[config.mk]
export PLATFORM = sky130hd
export DESIGN_NAME = fwd_scoreboard_flat
export DESIGN_NICKNAME = d
export VERILOG_FILES = /design/src/rtl/fwd_scoreboard_if.sv /design/src/rtl/fwd_scoreboard.sv /design/src/flat_wrapper.sv
export SDC_FILE = /design/constraint.sdc
export NUM_CORES = 1
export LEC_CHECK = 0
export CAP_MARGIN = 0
export CORE_MARGIN = 2
export CORE_UTILIZATION = 45
export CTS_CLUSTER_SIZE = 16
export DETAILED_ROUTE_END_ITERATION = 8
export PLACE_DENSITY_LB_ADDON = 0.12
export SETUP_SLACK_MARGIN = 0.15
export SYNTH_ARGS = -nofsm -noshare
export SYNTH_HDL_FRONTEND = slang
export SYNTH_SLANG_ARGS = --single-unit
[constraint.sdc]
create_clock -name clk -period 12 [get_ports clk]
set_input_delay 1.8 -clock clk [delete_from_list [all_inputs] [get_ports clk]]
set_output_delay 1.8 -clock clk [all_outputs]
set_load 0.01 [all_outputs]
[src/rtl/fwd_scoreboard_if.sv]
// Bundle of the ID/EX forwarding signals: the pipeline side (master) drives the issue,
// flush and operand lookup; the scoreboard (slave) returns forwarded data and the stall.
interface fwd_scoreboard_if #(
    parameter int XLEN    = 32,
    parameter int NUM_SRC = 2,
    parameter int DEPTH   = 3,
    parameter int RA_W    = 5,
    parameter int SW      = $clog2(DEPTH)
);
    logic                    advance;
    logic                    issue_valid;
    logic                    issue_we;
    logic [RA_W-1:0]         issue_rd;
    logic [SW-1:0]           issue_ready_stage;
    logic [DEPTH-1:0]        flush_mask;
    logic [NUM_SRC*RA_W-1:0] rs_addr;
    logic [NUM_SRC*XLEN-1:0] rf_data;
    logic [DEPTH*XLEN-1:0]   stage_data;
    logic [NUM_SRC*XLEN-1:0] src_data;
    logic [NUM_SRC-1:0]      src_fwd;
    logic                    hazard_stall;

    modport master (
        output advance, issue_valid, issue_we, issue_rd, issue_ready_stage, flush_mask,
        output rs_addr, rf_data, stage_data,
        input  src_data, src_fwd, hazard_stall
    );

    modport slave (
        input  advance, issue_valid, issue_we, issue_rd, issue_ready_stage, flush_mask,
        input  rs_addr, rf_data, stage_data,
        output src_data, src_fwd, hazard_stall
    );
endinterface

[src/rtl/fwd_scoreboard.sv]
// Operand-forwarding scoreboard: tracks DEPTH in-flight destination tags and picks the youngest
// producer per source operand. Optional perf counters are enabled with FWD_PERF_CNT_EN.
module fwd_scoreboard #(
    parameter int XLEN    = 32,
    parameter int NUM_SRC = 2,
    parameter int DEPTH   = 3,
    parameter int RA_W    = 5,
    parameter int SW      = $clog2(DEPTH)
) (
    input  logic               clk,
    input  logic               rst_n,
    fwd_scoreboard_if.slave    bus
`ifdef FWD_PERF_CNT_EN
    ,
    output logic [31:0]        perf_stall_cnt,
    output logic [31:0]        perf_fwd_cnt
`endif
);
    localparam logic [SW-1:0] LAST_IDX = SW'(DEPTH - 1);

    logic            r_valid [DEPTH];
    logic [RA_W-1:0] r_rd    [DEPTH];
    logic [SW-1:0]   r_rdy   [DEPTH];

    logic [NUM_SRC-1:0]      w_fwd_vec;
    logic [NUM_SRC-1:0]      w_stall_vec;
    logic [NUM_SRC*XLEN-1:0] w_data_vec;
    logic                    w_stall_any;
    logic                    w_new_valid;
    logic [SW-1:0]           w_new_rdy;

    assign w_stall_any = |w_stall_vec;
    assign w_new_rdy   = (bus.issue_ready_stage > LAST_IDX) ? LAST_IDX : bus.issue_ready_stage;
    // A stalled ID instruction is not actually issued, so it enters EX as a bubble.
    assign w_new_valid = bus.issue_valid & bus.issue_we & (bus.issue_rd != '0)
                       & ~w_stall_any & ~bus.flush_mask[0];

    always_ff @(posedge clk or negedge rst_n) begin
        if (!rst_n) begin
            for (int i = 0; i < DEPTH; i++) begin
                r_valid[i] <= 1'b0;
                r_rd[i]    <= '0;
                r_rdy[i]   <= '0;
            end
        end else if (bus.advance) begin
            r_valid[0] <= w_new_valid;
            r_rd[0]    <= bus.issue_rd;
            r_rdy[0]   <= w_new_rdy;
            for (int i = 1; i < DEPTH; i++) begin
                r_valid[i] <= r_valid[i-1] & ~bus.flush_mask[i-1];
                r_rd[i]    <= r_rd[i-1];
                r_rdy[i]   <= r_rdy[i-1];
            end
        end else begin
            for (int i = 0; i < DEPTH; i++) begin
                r_valid[i] <= r_valid[i] & ~bus.flush_mask[i];
            end
        end
    end

    genvar gi;
    generate
        for (gi = 0; gi < NUM_SRC; gi++) begin : g_src
            logic [RA_W-1:0] w_rs;
            logic            w_zero;
            logic            w_hit;
            logic [SW-1:0]   w_idx;
            logic [SW-1:0]   w_rdy;
            logic [XLEN-1:0] w_sdata;

            assign w_rs   = bus.rs_addr[gi*RA_W +: RA_W];
            assign w_zero = (w_rs == '0);

            // Scan oldest to youngest so the lowest matching index overrides.
            always_comb begin
                w_hit   = 1'b0;
                w_idx   = '0;
                w_rdy   = '0;
                w_sdata = '0;
                for (int i = DEPTH - 1; i >= 0; i--) begin
                    if (r_valid[i] && (r_rd[i] == w_rs)) begin
                        w_hit   = 1'b1;
                        w_idx   = SW'(i);
                        w_rdy   = r_rdy[i];
                        w_sdata = bus.stage_data[i*XLEN +: XLEN];
                    end
                end
            end

            assign w_fwd_vec[gi]   = w_hit & ~w_zero & (w_idx >= w_rdy);
            assign w_stall_vec[gi] = w_hit & ~w_zero & (w_idx < w_rdy);
            assign w_data_vec[gi*XLEN +: XLEN] = w_zero        ? '0      :
                                                 w_fwd_vec[gi] ? w_sdata :
                                                 bus.rf_data[gi*XLEN +: XLEN];
        end
    endgenerate

    assign bus.src_data     = w_data_vec;
    assign bus.src_fwd      = w_fwd_vec;
    assign bus.hazard_stall = w_stall_any;

`ifdef FWD_PERF_CNT_EN
    localparam int PW = $clog2(NUM_SRC + 1);

    logic [31:0]   r_perf_stall;
    logic [31:0]   r_perf_fwd;
    logic [PW-1:0] w_fwd_pop;
    logic [32:0]   w_fwd_sum;

    always_comb begin
        w_fwd_pop = '0;
        for (int j = 0; j < NUM_SRC; j++) begin
            w_fwd_pop = w_fwd_pop + PW'(w_fwd_vec[j]);
        end
    end

    assign w_fwd_sum = {1'b0, r_perf_fwd} + {{(33-PW){1'b0}}, w_fwd_pop};

    always_ff @(posedge clk or negedge rst_n) begin
        if (!rst_n) begin
            r_perf_stall <= '0;
            r_perf_fwd   <= '0;
        end else begin
            if (w_stall_any && bus.advance && (r_perf_stall != 32'hFFFF_FFFF)) begin
                r_perf_stall <= r_perf_stall + 32'd1;
            end
            if (bus.issue_valid && bus.advance && !w_stall_any) begin
                r_perf_fwd <= w_fwd_sum[32] ? 32'hFFFF_FFFF : w_fwd_sum[31:0];
            end
        end
    end

    assign perf_stall_cnt = r_perf_stall;
    assign perf_fwd_cnt   = r_perf_fwd;
`endif
endmodule

[src/flat_wrapper.sv]
// flat-port wrapper written by rule: the top's interface ports become plain ports
module fwd_scoreboard_flat 
#(
    parameter int XLEN    = 32,
    parameter int NUM_SRC = 2,
    parameter int DEPTH   = 3,
    parameter int RA_W    = 5,
    parameter int SW      = $clog2(DEPTH)
)
  (clk, rst_n, bus_advance, bus_issue_valid, bus_issue_we, bus_issue_rd, bus_issue_ready_stage, bus_flush_mask, bus_rs_addr, bus_rf_data, bus_stage_data, bus_src_data, bus_src_fwd, bus_hazard_stall);
  fwd_scoreboard_if #(.XLEN(XLEN), .NUM_SRC(NUM_SRC), .DEPTH(DEPTH), .RA_W(RA_W), .SW(SW)) bus_i ();
  input  logic clk;
  input  logic rst_n;
  input wire logic [$bits(bus_i.advance)-1:0] bus_advance;
  input wire logic [$bits(bus_i.issue_valid)-1:0] bus_issue_valid;
  input wire logic [$bits(bus_i.issue_we)-1:0] bus_issue_we;
  input wire logic [$bits(bus_i.issue_rd)-1:0] bus_issue_rd;
  input wire logic [$bits(bus_i.issue_ready_stage)-1:0] bus_issue_ready_stage;
  input wire logic [$bits(bus_i.flush_mask)-1:0] bus_flush_mask;
  input wire logic [$bits(bus_i.rs_addr)-1:0] bus_rs_addr;
  input wire logic [$bits(bus_i.rf_data)-1:0] bus_rf_data;
  input wire logic [$bits(bus_i.stage_data)-1:0] bus_stage_data;
  output wire logic [$bits(bus_i.src_data)-1:0] bus_src_data;
  output wire logic [$bits(bus_i.src_fwd)-1:0] bus_src_fwd;
  output wire logic [$bits(bus_i.hazard_stall)-1:0] bus_hazard_stall;
  assign bus_i.advance = bus_advance;
  assign bus_i.issue_valid = bus_issue_valid;
  assign bus_i.issue_we = bus_issue_we;
  assign bus_i.issue_rd = bus_issue_rd;
  assign bus_i.issue_ready_stage = bus_issue_ready_stage;
  assign bus_i.flush_mask = bus_flush_mask;
  assign bus_i.rs_addr = bus_rs_addr;
  assign bus_i.rf_data = bus_rf_data;
  assign bus_i.stage_data = bus_stage_data;
  assign bus_src_data = bus_i.src_data;
  assign bus_src_fwd = bus_i.src_fwd;
  assign bus_hazard_stall = bus_i.hazard_stall;
  fwd_scoreboard #(.XLEN(XLEN), .NUM_SRC(NUM_SRC), .DEPTH(DEPTH), .RA_W(RA_W), .SW(SW)) u_core (.clk(clk), .rst_n(rst_n), .bus(bus_i));
endmodule
# ---- After elaboration in Yosys (flattened, before gate mapping)
# Index checks and enable logic that the tools add are counted.
dict set report op_classes {
  reduce_logical 10
  n_lt_le_gt_ge 5
  eq_ne 6
  n_mux 30
  n_bitwise 19
}
# op count
set op_table {}
lappend op_table {{two-way mux 32 bit} 10}
lappend op_table {{equality test 5 bit} 6}
lappend op_table {{two-way mux 2 bit} 13}
lappend op_table {{AND 1 bit} 13}
lappend op_table {{zero test 5 bit} 2}
lappend op_table {{logical AND 1 bit} 6}
lappend op_table {{two-way mux 1 bit} 6}
lappend op_table {{inverter 1 bit} 6}
lappend op_table {{nonzero test 5 bit} 1}
lappend op_table {{greater-or-equal comparator 2 bit} 2}
lappend op_table {{< comparator 2 bit} 2}
lappend op_table {{two-way mux 3 bit} 1}
lappend op_table {{greater-than comparator 2 bit, second input constant} 1}
lappend op_table {{OR reduction 2 bit} 1}
dict set report word_totals {
  regBits 24
  input_bits 185
}

# ---- Logic depth before layout (Yosys ltp)
dict set report depth {
  depth_word 12
  ltp_mapped 15
  depth_no_buf 11
}

# ---- Least setup slack after synthesis
# Ideal clock, no wire load.
dict set report synth_timing {
  kind {input port to output port}
  start {input port bus_rs_addr[8]}
  end {output port bus_src_data[54]}
  t_arrival_ps 4657
  stages 14
  path_slack_ps 5543
  path_buffers 3
  cell_sequence {xor2_1 > nor4_1 > clkbuf_1 > buf_2 > a211oi_1 > a221oi_1 > a21oi_1 > ha_1 > inv_1 > a21oi_1 > a21boi_0 > a311oi_4 > buf_6 > mux2i_1}
}
dict set report synth_between {
  elab_chain_len 9
  word_cells_on_any_way 25
  cone_classes {order compare (1); eq/ne (3); mux (14); bitwise (3); reduce/logical (4)}
}
# element line_no
set synth_rtl {}
lappend synth_rtl {{start, declared} flat_wrapper.sv:20} ;# input wire logic [$bits(bus_i.rs_addr)-1:0] bus_rs_addr;
lappend synth_rtl {{equality test 5 bit} fwd_scoreboard.sv:81} ;# if (r_valid[i] && (r_rd[i] == w_rs)) begin
lappend synth_rtl {{logical AND 1 bit} fwd_scoreboard.sv:81}
lappend synth_rtl {{two-way mux 2 bit / two-way mux 1 bit (equally long branches) (3 in series)} fwd_scoreboard.sv:81}
lappend synth_rtl {{greater-or-equal comparator 2 bit / AND 1 bit (equally long branches)} fwd_scoreboard.sv:90} ;# assign w_fwd_vec[gi] = w_hit & ~w_zero & (w_idx >= w_rdy);
lappend synth_rtl {{AND 1 bit (*)} fwd_scoreboard.sv:90}
lappend synth_rtl {{via bus_src_fwd[1]} flat_wrapper.sv:24} ;# output wire logic [$bits(bus_i.src_fwd)-1:0] bus_src_fwd;
lappend synth_rtl {{two-way mux 32 bit (*)} fwd_scoreboard.sv:93} ;# w_fwd_vec[gi] ? w_sdata :
lappend synth_rtl {{two-way mux 32 bit (*)} fwd_scoreboard.sv:92} ;# assign w_data_vec[gi*XLEN +: XLEN] = w_zero ? '0 :
lappend synth_rtl {{end, declared} flat_wrapper.sv:23} ;# output wire logic [$bits(bus_i.src_data)-1:0] bus_src_data;
# The timed path passes the listed nets; every way through them passes the cells marked *.

# ---- Worst setup path after layout
dict set report layout_timing {
  start {input port bus_rs_addr[6]}
  end {output port bus_src_data[49]}
}
dict set report layout_between {
  elab_chain_len 9
  word_cells_on_any_way 25
  cone_classes {order compare (1); eq/ne (3); mux (14); bitwise (3); reduce/logical (4)}
}
# element line_no
set layout_rtl {}
lappend layout_rtl {{equality test 5 bit} fwd_scoreboard.sv:81}
lappend layout_rtl {{logical AND 1 bit} fwd_scoreboard.sv:81}
lappend layout_rtl {{two-way mux 2 bit / two-way mux 1 bit (equally long branches) (3 in series)} fwd_scoreboard.sv:81}
lappend layout_rtl {{greater-or-equal comparator 2 bit / AND 1 bit (equally long branches)} fwd_scoreboard.sv:90}
lappend layout_rtl {{AND 1 bit} fwd_scoreboard.sv:90}
lappend layout_rtl {{two-way mux 32 bit} fwd_scoreboard.sv:93}
lappend layout_rtl {{two-way mux 32 bit (*)} fwd_scoreboard.sv:92}
# Every way passes the cells marked *; elsewhere a longest branch is shown, timed or not.

==> metrics.md <==
| Metric | Value |
|---|---|
| Status | `finished, final reports clean` |
| Design Area, Final | `0.00736 mm^2` |
| Via/cell ratio | `6.30` |
| Max stage delay on crit path | `0.69 ns` |
| GPL Wtd Cong | `0.952` |
| Multiplexer share of the synthesized area | `0.182` |
| Placed Instances | `998` |
| Hold buffer count at CTS | `0` |
| Die area | `0.0117 mm^2` |
| Grt ovf | `0` |
| Register area share after synthesis | `0.123` |
| Post-synth top flop | `dfrtp_1` |
| Final Hold Fails | `0` |
| PortBufs | `251` |
| Worst-path clk slew | `0.08 ns` |
| Final WL | `20400 um` |
| Leak pwr | `0.00288 uW` |
| TNS Setup | `0 ns` |
| Synth Register Bits | `24` |
| Clock latency on the worst-skew pair | `0.26 ns` |
| Ys async rst share | `1.00` |
| Fin crit period | `8.78 ns` |
| Antenna violations before repair | `0` |
| Syn Inst Count | `672` |
| Critical Path Sink Type | `output port` |
| Simple logic cell fraction of the synthesized area | `0.251` |
| Avg Inst Size Synth | `7.24 um^2` |
| Clock root cell | `clkbuf_8` |
| Worst Path Buf+Inv | `5` |
| Cell Rows | `37` |
| Layout cells sized above 1 | `0.0590` |
| Multi-input combinational cell area | `0.00366 mm^2` |
| WP data arrival | `6.98 ns` |
| EDFF count, synth | `0` |
| XOR/XNOR share of the synthesized area | `0.0540` |
| Worst vdd ir | `0.0000967 V` |
| Flop-to-flop setup slack | `8.35 ns` |
| Cts repair resizes | `0` |
| Total of max-cap violations | `0` |
| Synth Area in Adders | `0.0103` |
| Initial drt markers | `595` |
| Mapped Nets | `861` |
| # Post-CTS Setup Buffers | `0` |
| Critical path class | `in2out` |
| Starting Density | `0.467` |
| Top cells by area, synth | `mux2i_1 14%, dfrtp_1 12%, a2111oi_0 12%` |
| Slew headroom | `0.175` |
| # DRC | `0` |
| RR Startpoint | `u_core.r_rd[11]` |
| RSZ-0062 raised after global routing | `no` |
| CTS tree | `yes` |
| Fmax | `114 MHz` |
| Die Span Y | `108 um` |
| Gr usage total | `0.329` |
| Mapped Area | `0.00486 mm^2` |
| WL met2 | `9720 um` |
| DR pass1 iterations | `8` |
| Maximum fanout along the worst path | `34` |
| Layout Area Growth over Synthesis | `51.3%` |
| Top-count cell post-synth | `nand2_1` |
| H-tree levels | `1` |
| Max Transition Viols Final | `0` |
| Antenna viol nets, final | `0` |
| Synth unique cells | `41` |
| Met3 wire length | `2220 um` |
| CP startpoint kind | `input port` |
| Fin cells | `1001` |
| Crit path to | `bus_src_data[49]` |
| CTS Sinks | `24` |
| Die width | `108 um` |
| WL met1 | `7790 um` |
| Crit. path cell count | `15` |
| Period utilisation layout | `0.732` |
| Dpl hpwl | `14400 um` |
| Register Area | `601 um^2` |
| Complex-gate fraction of the synthesized area | `0.252` |
| Ys Warns | `0` |
| Bufs on Longest Clock Path | `2` |
| Core Area | `0.0104 mm^2` |
| Cell mode on critical path | `buf_4` |
| Crit path max-delay family | `buffers and inverters` |
| Layout filler cell count | `884` |
| Slew at the pin closest to its max-slew limit | `1.23 ns` |
| Reg2Reg Depth | `12` |
| Pwr dens | `47.7 mW/mm^2` |
| Vias in the first global route | `6213` |
| Highest routed metal layer | `met4` |
| Critical Path Start | `bus_rs_addr[6]` |
| Wirelength per Cell | `20.4 um` |
| Final core utilization | `0.707` |
| Main combinational cell family by area after synthesis | `compound AO/OA/AOI/OAI gates` |
| Ant diodes | `0` |
| First-pass GRT wire length | `31100 um` |
| Reg-to-reg endpoint | `u_core.r_valid[2]` |
| Hold WC Path Type | `reg2reg` |
| Top cell type's share of synthesized area | `0.136` |
| Commonest cells post-synth | `75 x nand2_1, 69 x inv_1, 66 x mux2i_1` |
| Largest net degree at the start of global routing | `68` |
| DR vias | `6307` |
| Post-synth top area cell | `mux2i_1` |
| CP max stage cell | `a311oi_4` |
| Placed Area | `0.00732 mm^2` |
| # IOs | `252` |
| Worst Hold Slack | `0.521 ns` |
| Final setup vio count | `0` |
| Setup Skew | `0.000952 ns` |
| Critical path, cell by cell | `clkdlybuf4s50_1, xor2_1, nor4_4, buf_4, and2_1, buf_4, a221o_1, o21ai_1, ha_1, a21oi_1, a21boi_0, a311oi_4, buf_4, mux2i_1, clkdlybuf4s50_1` |
| Required time at the worst-slack endpoint | `10.20 ns` |
| Final Net Count | `1056` |
| Total CTS buffers | `3` |
==> cells by family (layout without fill, tap and decap cells) <==
logic type      Yosys count  in the layout
buf+inv                 146            339
fa+ha+maj                 4              4
xor+xnor                 30             30
mux                      86             86
simple gates            233            233
flops                    24             24
compound gates          149            149
==> layout make-up <==
cell class                 count  share of cell area
timing repair buffer         267               0.358
tap                          136              0.0231
sequential                    24              0.0816
multi-input combinational    502               0.497
clock buffer                   3             0.00561
inverter                      69              0.0352
==> routing by layer <==
layer / track usage / up-vias
li1: - / 2881
met1: 0.416 / 2908
met2: 0.578 / 457
met3: 0.0362 / 61
met4: 0.119 / 0
met5: 0 / -
==> state kept, by name, summed over array words and instances, names as in the netlist <==
register,count
u_core.r_valid,3
u_core.r_rdy,6
u_core.r_rd,15
==> report_power, final <==
part	switching, uW	leakage, uW	internal (uW)
Sequential	15.0	0.000292	91.2
Clock	23.6	0.0000216	22.4
Combinational	89.5	0.00257	109
==> worst register-to-register path, delay by kind of cell (launching register included) <==
kind            cells  cell delay [ns]
fa+ha+maj           1             0.30
xor+xnor            1             0.22
flops               1             0.46
buf+inv             2             0.81
simple gates        3             0.89
compound gates      5             0.81
==> placed cells by master, fill, tap and decap left out, types with 6 or more instances in the layout <==
cell type	instances
and2_1	6
dfrtp_1	24
inv_1	69
a2111oi_0	64
xor2_1	16
nand3_1	64
clkdlybuf4s50_1	251
nand2_1	75
and3_1	64
mux2i_1	66
o31ai_1	64
buf_4	16
mux2_2	20
xnor2_1	14
==> through the flow <==
step | worst slack [ns] | total power (uW)
after global routing | 3.00 | 367
after floorplan | 5.54 | 186
after global placement | 3.46 | 299
after CTS | 3.31 | 349
after detailed placement | 3.33 | 302
final | 3.22 | 351
==> worst min path at each step <==
stage / to / cells after the start / start
floorplan: u_core.r_rdy[2] / 1 / u_core.r_rdy[4]
global placement: u_core.r_rdy[2] / 1 / u_core.r_rdy[4]
detailed placement: u_core.r_rdy[2] / 1 / u_core.r_rdy[4]
CTS: u_core.r_rdy[2] / 1 / u_core.r_rdy[4]
global route: u_core.r_rdy[2] / 1 / u_core.r_rdy[4]
finish: u_core.r_rdy[2] / 1 / u_core.r_rdy[4]
Note: power is estimated with default switching activity, not from simulation.
